**src/rtl/quad_enc_array.sv**
```systemverilog
// Multi-channel quadrature decoder: synchronise, glitch-filter and decode CHANNELS encoders,
// with sticky illegal-transition faults, per-channel clear and an atomic all-channel snapshot.
//
// state    | meaning
// ST_PRIME | post-reset settling; accepted/previous states track the synchronisers, no counting
// ST_RUN   | normal decode
module quad_enc_array #(
  parameter int CHANNELS    = 2,
  parameter int ENCBITS     = 32,
  parameter int SYNC_STAGES = 2,
  parameter int FILTER_LEN  = 3
) (
  input  logic                         CLK,
  input  logic                         reset,
  input  logic [CHANNELS-1:0]          enc_a,
  input  logic [CHANNELS-1:0]          enc_b,
  input  logic [7:0]                   multiplier,
  input  logic [CHANNELS-1:0]          clear,
  input  logic                         snap_req,
  output logic [CHANNELS*ENCBITS-1:0]  count,
  output logic [CHANNELS*ENCBITS-1:0]  snapshot,
  output logic                         snap_valid,
  output logic [CHANNELS-1:0]          faultn
);

  localparam int LANES     = 2 * CHANNELS;
  localparam int PRIME_LEN = SYNC_STAGES + FILTER_LEN + 1;
  localparam int PW        = $clog2(PRIME_LEN + 1);
  localparam logic [PW-1:0] PRIME_LOAD = PW'(PRIME_LEN - 1);

  typedef enum logic {ST_PRIME = 1'b0, ST_RUN = 1'b1} state_t;

  state_t                            state_q, state_d;
  logic [PW-1:0]                     prime_cnt_q, prime_cnt_d;
  logic                              prime;
  logic [LANES-1:0]                  sync_q [SYNC_STAGES];
  logic [LANES-1:0]                  sync_out;
  logic [LANES-1:0]                  acc;
  logic [LANES-1:0]                  prev_q, prev_d;
  logic [CHANNELS-1:0][ENCBITS-1:0]  count_q, count_d;
  logic [CHANNELS-1:0][ENCBITS-1:0]  snapshot_q, snapshot_d;
  logic                              snap_valid_q;
  logic [CHANNELS-1:0]               faultn_q, faultn_d;
  logic [ENCBITS-1:0]                mult_ext;
  logic [1:0]                        st_prev, st_cur;

  function automatic logic [1:0] fwd_next(input logic [1:0] s);
    case (s)
      2'b00:   return 2'b01;
      2'b01:   return 2'b11;
      2'b11:   return 2'b10;
      default: return 2'b00;
    endcase
  endfunction

  // Prime timer: down-counter, leaves ST_PRIME on terminal count
  always_comb begin
    state_d     = state_q;
    prime_cnt_d = prime_cnt_q;
    if (state_q == ST_PRIME) begin
      if (prime_cnt_q == '0) state_d = ST_RUN;
      else                   prime_cnt_d = prime_cnt_q - 1'b1;
    end
  end

  always_ff @(posedge CLK) begin
    if (reset) begin
      state_q     <= ST_PRIME;
      prime_cnt_q <= PRIME_LOAD;
    end else begin
      state_q     <= state_d;
      prime_cnt_q <= prime_cnt_d;
    end
  end

  assign prime = (state_q == ST_PRIME);

  // Lanes [CHANNELS-1:0] carry A phases, upper lanes carry B phases
  always_ff @(posedge CLK) begin
    if (reset) begin
      for (int s = 0; s < SYNC_STAGES; s++) sync_q[s] <= '0;
    end else begin
      sync_q[0] <= {enc_b, enc_a};
      for (int s = 1; s < SYNC_STAGES; s++) sync_q[s] <= sync_q[s-1];
    end
  end

  assign sync_out = sync_q[SYNC_STAGES-1];

  if (FILTER_LEN == 0) begin : g_nofilt
    assign acc = sync_out;
  end else begin : g_filt
    localparam int FW = (FILTER_LEN <= 2) ? 1 : $clog2(FILTER_LEN);
    localparam logic [FW-1:0] FILT_TC = FW'(FILTER_LEN - 1);

    logic [LANES-1:0] acc_q, acc_d;
    logic [FW-1:0]    fcnt_q [LANES];
    logic [FW-1:0]    fcnt_d [LANES];

    always_comb begin
      acc_d = acc_q;
      for (int l = 0; l < LANES; l++) begin
        fcnt_d[l] = '0;
        if (prime) begin
          acc_d[l] = sync_out[l];
        end else if (sync_out[l] != acc_q[l]) begin
          if (fcnt_q[l] == FILT_TC) acc_d[l] = sync_out[l];
          else                      fcnt_d[l] = fcnt_q[l] + 1'b1;
        end
      end
    end

    always_ff @(posedge CLK) begin
      if (reset) begin
        acc_q <= '0;
        for (int l = 0; l < LANES; l++) fcnt_q[l] <= '0;
      end else begin
        acc_q  <= acc_d;
        fcnt_q <= fcnt_d;
      end
    end

    assign acc = acc_q;
  end

  assign prev_d   = prime ? sync_out : acc;
  assign mult_ext = ENCBITS'(multiplier);

  // Clear wins over a coincident edge; prev_q still advances so the edge is consumed
  always_comb begin
    count_d  = count_q;
    faultn_d = faultn_q;
    st_prev  = '0;
    st_cur   = '0;
    for (int i = 0; i < CHANNELS; i++) begin
      st_prev = {prev_q[i], prev_q[CHANNELS+i]};
      st_cur  = {acc[i], acc[CHANNELS+i]};
      if (clear[i]) begin
        count_d[i]  = '0;
        faultn_d[i] = 1'b1;
      end else if (!prime) begin
        if (st_cur == fwd_next(st_prev))      count_d[i]  = count_q[i] + mult_ext;
        else if (st_prev == fwd_next(st_cur)) count_d[i]  = count_q[i] - mult_ext;
        else if (st_cur == ~st_prev)          faultn_d[i] = 1'b0;
      end
    end
  end

  assign snapshot_d = snap_req ? count_q : snapshot_q;

  always_ff @(posedge CLK) begin
    if (reset) begin
      prev_q       <= '0;
      count_q      <= '0;
      faultn_q     <= '1;
      snapshot_q   <= '0;
      snap_valid_q <= 1'b0;
    end else begin
      prev_q       <= prev_d;
      count_q      <= count_d;
      faultn_q     <= faultn_d;
      snapshot_q   <= snapshot_d;
      snap_valid_q <= snap_req;
    end
  end

  assign count      = count_q;
  assign snapshot   = snapshot_q;
  assign snap_valid = snap_valid_q;
  assign faultn     = faultn_q;

endmodule
```
**config.mk**
```make
export PLATFORM = sky130hd
export DESIGN_NAME = quad_enc_array
export DESIGN_NICKNAME = d
export VERILOG_FILES = /design/src/rtl/quad_enc_array.sv
export SDC_FILE = /design/constraint.sdc
export NUM_CORES = 1
export LEC_CHECK = 0
export CORE_ASPECT_RATIO = 2
export CORE_MARGIN = 4
export CORE_UTILIZATION = 35
export CTS_CLUSTER_SIZE = 30
export DETAILED_ROUTE_END_ITERATION = 7
export PLACE_DENSITY_LB_ADDON = 0.1
export SLEW_MARGIN = 0
export SYNTH_ARGS = -nofsm -noshare
export SYNTH_HDL_FRONTEND = slang
export SYNTH_SLANG_ARGS = --single-unit
```
**constraint.sdc**
```tcl
create_clock -name CLK -period 7.44 [get_ports CLK]
set_clock_uncertainty 0.05 [all_clocks]
set_input_delay 1.488 -clock CLK [delete_from_list [all_inputs] [get_ports CLK]]
set_output_delay 1.488 -clock CLK [all_outputs]
set_load 0.02 [all_outputs]
```
==> impl_metrics.py, run 1 <==
metrics = {
    "status": {
        "status": "complete, no violations",
    },
    "clocking": {
        "clk_path_buf_depth": 2,
        "cts_tree": "yes",
        "cts_sinks": 159,
        "clk_pin_slew_worst_paths_ps": 70,
        "holdBufCountCts": 0,
        "numCtsBuffers": 17,
        "post_cts_buffers": 0,
        "cts_resized": 0,
        "ctsRootBufferMaster": "clkbuf_16",
        "insertion_delay_ps": 460,
        "htreeDepth": 4,
    },
    "sta": {
        "period_share": 0.790,
        "holdWs_ps": 370,
        "tns_ps": 0,
        "finalMaxSlewViolations": 0,
        "hold_viol": 0,
        "worst_slew_pin_slew_ps": 905,
        "fin_ws_ps": 1570,
        "rsz0062_at_grt": "no",
        "setup_viol": 0,
        "max_freq_ghz": 0.170,
        "slew_headroom": 0.394,
        "min_period_ps": 5870,
    },
    "synth": {
        "syn_area_per_cell_um2": 8.00,
        "synth_edf_count": 0,
        "synth_top_cell_by_area": "dfxtp_1",
        "synth_area_leaders": "dfxtp_1 32%, mux2i_1 7.8%, xnor2_1 5.6%, nor2_1 5.6%, ha_1 5.3%",
        "seq_area_frac_synth": 0.315,
        "synthMuxAreaShare": 0.0794,
        "syn_nets": 1325,
        "synth_compound_area_frac": 0.210,
        "synthSimpleGateAreaFrac": 0.202,
        "synth-main-ff-cell": "dfxtp_1",
        "synth_warnings": 0,
        "synth_top_family_by_area": "compound AO/OA/AOI/OAI gates",
        "synthCells": 1263,
        "synthArstFlopShare": 0,
        "synthXorXnorAreaFrac": 0.0745,
        "synthAdderAreaFrac": 0.0692,
        "ys_ff_latch": 159,
        "synth_cell_types": 84,
        "syn-cell-area_um2": 10100,
        "synth_top_area_frac": 0.315,
    },
    "finish": {
        "final_nets": 1421,
        "final_cell_mix": "159 x dfxtp_1, 150 x nor2_1, 145 x clkdlybuf4s50_1",
        "layout_commonest_cell": "dfxtp_1",
        "diodes": 0,
        "final_core_util": 0.436,
        "area_growth_pct": 22.3,
        "layout-drive-gt1-share": 0.0598,
    },
    "global_route": {
        "grt_first_pass_wirelength_mm": 52.5,
        "grt_pass1_vias": 9647,
        "overflow": 0,
        "antenna_found_initial": 0,
        "grt_max_degree": 52,
        "track_usage": 0.214,
    },
    "routing": {
        "ant_nets": 0,
        "drt-total-wl_mm": 33.6,
        "routed-via-count": 9500,
        "first_pass_iters": 5,
        "drtIter0Drc": 525,
        "avgViaCountPerCell": 5.50,
        "drc_errors": 0,
        "routedWlPerCell_um": 19.4,
    },
    "setup_path": {
        "worstPathRequired_ps": 7770,
        "start_kind": "input pin",
        "worst-endpoint-arrival_ps": 6210,
        "cp-end-kind": "register",
        "crit_fanout": 11,
        "reg2regPathDepth": 16,
        "crit_type": "in -> reg",
    },
    "place": {
        "port_buffers": 147,
        "routabilityCongestion": 0.920,
        "hpwl_mm": 25.4,
        "dp_slack_ps": 1160,
    },
    "floorplan": {
        "die_w_um": 128,
        "start_util": 0.357,
        "die_h_um": 248,
        "pin_count": 148,
        "die_area_um2": 31800,
        "coreArea_um2": 28300,
        "row_count": 87,
    },
    "job": {
        "maxCapViolCount": 0,
    },
    "power": {
        "ir_drop_uv": 145,
        "total_leakage_power_uw": 0.00479,
        "powerDensity_nw_per_um2": 176,
    },
    "min_path": {
        "hold_depth": 1,
        "hold_class": "reg -> reg",
    },
}
==> state kept, by name (all words and copies together) (netlist names) <==
name / cells
count: 64
snapshot: 64
g_filt.fcnt_q: 8
sync_q: 8
acc: 4
prev_q: 4
prime_cnt_q: 3
faultn: 2
snap_valid: 1
state_q: 1
==> report_power, final <==
part / switching, uW / internal [uW] / total [uW]
combinational: 260 / 169 / 429
clock: 401 / 452 / 853
sequential: 22.7 / 868 / 891
==> final timing paths <==
| path | slack (ps) | start | endpoint |
|---|---|---|---|
| worst max-delay path | 1570 | multiplier[2] | count[62] |
| worst max register to register | 2310 | acc[3] | count[62] |
| worst min register to register | 370 | g_filt.fcnt_q[6] | g_filt.fcnt_q[6] |
| worst min-delay path | 370 | g_filt.fcnt_q[6] | g_filt.fcnt_q[6] |
==> layer usage <==
| metal | vias up | track usage | routed length (um) |
|---|---|---|---|
| met1 | 4499 | 0.204 | 11800 |
| met3 | 81 | 0.0348 | 1090 |
| met5 | - | 0 | 0 |
| met2 | 245 | 0.425 | 19000 |
| met4 | 0 | 0.113 | 1680 |
| li1 | 4675 | - | - |
==> critical path, stage by stage <==
cell and delay, ps:
clkdlybuf4s50_1 570, nor3_1 280, buf_4 180, nand3_2 250, nand2_1 150, buf_4 220, clkinv_1 100, ha_1 390
a21o_1 190, a21oi_1 50, o41ai_1 660, a311oi_1 160, a211oi_2 350, a211oi_4 120, a31oi_4 280, o2111ai_2 170
or4_1 490, o211ai_1 100
==> Yosys cell counts (13+ instances only) <==
cell / n
dfxtp_1: 159
nor2_1: 150
nand2_1: 111
a21oi_1: 103
mux2i_1: 79
o21ai_0: 71
clkbuf_1: 68
xnor2_1: 65
ha_1: 43
inv_1: 38
nor3_1: 26
or3_1: 23
xor2_1: 21
nor2b_1: 19
a21o_1: 18
and3_1: 18
nand3_1: 17
a211oi_1: 14
nor4_1: 14
a31oi_1: 13
o211ai_1: 13
==> per-stage QoR <==
stage	power [uW]	cell area, um^2	cells
after floorplan	1220	10100	1263
after global placement	1340	11800	1696
after detailed placement	1340	11800	1696
after CTS	2200	12400	1728
after global routing	2290	12400	1728
final	2170	12400	1728
==> layout make-up <==
cell class              count  area [um^2]
fillers                  2916        15900
multi-input cells         976         6420
flip-flops and latches    159         3180
repair buffers            165         1600
clock buffers              20          457
well taps                 356          445
inverters                  40          150
clock inverters            12         97.6
==> logic make-up (layout without fill, tap and decap cells) <==
kind of cell / after synthesis / count (layout)
and+or+nand+nor: 430 / 430
AOI/OAI and AO/OA: 323 / 323
DFF: 159 / 159
buffers and inverters: 128 / 237
xor gates and xnor gates: 86 / 86
muxes: 80 / 80
adders and majority gates: 57 / 57
(Power assumes the default switching activity.)
==> inputs of run 2 (changes only) <==
clock period = 5.15 ns   (was 7.44 ns; I/O delays follow)
==> run 2 against run 1 <==
Effect of this change: power grew 48%; largest power group unchanged; global-route usage grew 0.53 points; combinational power grew 63%; core utilization grew 2.7 points; sequential share of layout area shrank 1.5 points; clock power grew 45%; hold slack gained 1.2 ps.
==> impl_metrics.py, run 2 (synthesis gave the netlist of run 1 again) <==
metrics = {
    "setup_path": {
        "cp.depth": 19,
        "crit_chain": "clkdlybuf4s50_1 -> nor3_1 -> nand2_1 -> nor2_1 -> ha_1 -> nand2_1 -> o21ai_0 -> ha_1 -> buf_4 -> o21a_1 -> nor2_1 -> a211o_1 -> and3_1 -> o31ai_2 -> buf_4 -> nand3_1 -> mux2_2 -> a211oi_1 -> mux2i_1",
        "reg2regPathDepth": 16,
        "cp_slowest_cell": "clkdlybuf4s50_1",
        "worstPathRequired_ps": 5490,
        "path_delay_family": "compound AO/OA/AOI/OAI gates",
        "crit_buf_inv": 3,
        "start_kind": "input pin",
        "crit_path_max_incr_delay_ps": 480,
        "crit_type": "in -> reg",
        "cp-end-kind": "register",
        "worst-endpoint-arrival_ps": 5200,
        "crit_fanout": 4,
    },
    "clocking": {
        "cts_sinks": 159,
        "ctsRootBufferMaster": "clkbuf_16",
        "clk_path_buf_depth": 2,
        "cts_resized": 0,
        "clk_pin_slew_worst_paths_ps": 70,
        "numCtsBuffers": 17,
        "insertion_delay_ps": 460,
        "post_cts_buffers": 0,
        "cts_tree": "yes",
        "htreeDepth": 4,
        "holdBufCountCts": 0,
    },
    "global_route": {
        "grt_first_pass_wirelength_mm": 54.2,
        "grt_pass1_vias": 9906,
        "track_usage": 0.219,
        "overflow": 0,
        "grt_max_degree": 52,
        "antenna_found_initial": 0,
    },
    "floorplan": {
        "die_w_um": 128,
        "die_area_um2": 31800,
        "start_util": 0.357,
        "row_count": 87,
        "coreArea_um2": 28300,
        "pin_count": 148,
        "die_h_um": 248,
    },
    "routing": {
        "routedWlPerCell_um": 18.8,
        "drc_errors": 0,
        "drt-total-wl_mm": 34.3,
        "avgViaCountPerCell": 5.45,
        "drtIter0Drc": 472,
        "first_pass_iters": 7,
        "routed-via-count": 9953,
        "ant_nets": 0,
    },
    "finish": {
        "register_area_um2": 3180,
        "area_growth_pct": 29.8,
        "layout_commonest_cell": "dfxtp_1",
        "layout-drive-gt1-share": 0.124,
        "multiInputGateArea_um2": 6430,
        "diodes": 0,
        "final_nets": 1519,
        "final_cell_mix": "159 x dfxtp_1, 150 x nor2_1, 145 x clkdlybuf4s50_1",
        "fillers": 2855,
    },
    "sta": {
        "max_freq_ghz": 0.206,
        "slew_headroom": 0.278,
        "worst_slew_pin_slew_ps": 1080,
        "finalMaxSlewViolations": 0,
        "rsz0062_at_grt": "no",
        "hold_viol": 0,
        "tns_ps": 0,
        "period_share": 0.943,
        "min_period_ps": 4860,
        "setup_viol": 0,
    },
    "place": {
        "hpwl_mm": 26.4,
        "routabilityCongestion": 0.891,
        "port_buffers": 147,
    },
    "power": {
        "finalPower_uw": 3220,
        "ir_drop_uv": 221,
        "powerDensity_nw_per_um2": 246,
        "total_leakage_power_uw": 0.00526,
    },
    "job": {
        "maxCapViolCount": 0,
    },
    "min_path": {
        "hold_class": "reg -> reg",
        "hold_depth": 1,
    },
    "status": {
        "status": "complete, no violations",
    },
}
==> run 2: area by class of cell <==
cell class,instances,share of cell area
sequential,159,0.243
timing repair buffer,263,0.178
inverter,40,0.0114
clock buffer,21,0.0359
tap,356,0.0340
multi-input combinational,976,0.491
clock inverter,11,0.00725
==> run 2: where the power goes <==
part,internal [uW],total (uW),switching (uW)
Sequential,1250,1290,32.1
Clock,665,1240,572
Combinational,303,698,395
Total,2220,3220,998
==> run 2: worst paths after layout <==
path	startpoint	end	slack (ps)
worst max-delay path	multiplier[2]	count[24]	290
worst min-delay path	g_filt.fcnt_q[6]	g_filt.fcnt_q[6]	370
worst max register to register	acc[3]	count[62]	690
worst min register to register	g_filt.fcnt_q[6]	g_filt.fcnt_q[6]	370
==> run 2: metal layers <==
layer / track usage / part of all wire / up-vias
met2: 0.425 / 0.56 / 249
met3: 0.0333 / 0.031 / 88
met5: 0 / 0 / -
met4: 0.127 / 0.053 / 0
li1: - / - / 4872
met1: 0.214 / 0.36 / 4744
==> run 2: metrics by stage <==
step | instance area [um^2] | worst slack, ps | utilization | cells | hold WS, ps
after floorplan | 10100 | 25.4 | - | 1263 | 349
after global placement | 12500 | -324 | 0.443 | 1794 | 356
after detailed placement | 12500 | -347 | 0.443 | 1794 | 363
after CTS | 13100 | 112 | 0.463 | 1826 | 373
after global routing | 13100 | 11.4 | 0.463 | 1826 | 383
final | 13100 | 292 | 0.463 | 1826 | 371
==> inputs of run 3 (changes only) <==
SKIP_LAST_GASP = 1   (was default)
==> results of run 3 <==
Final layout, timing and power as in run 2 (identical DEF).
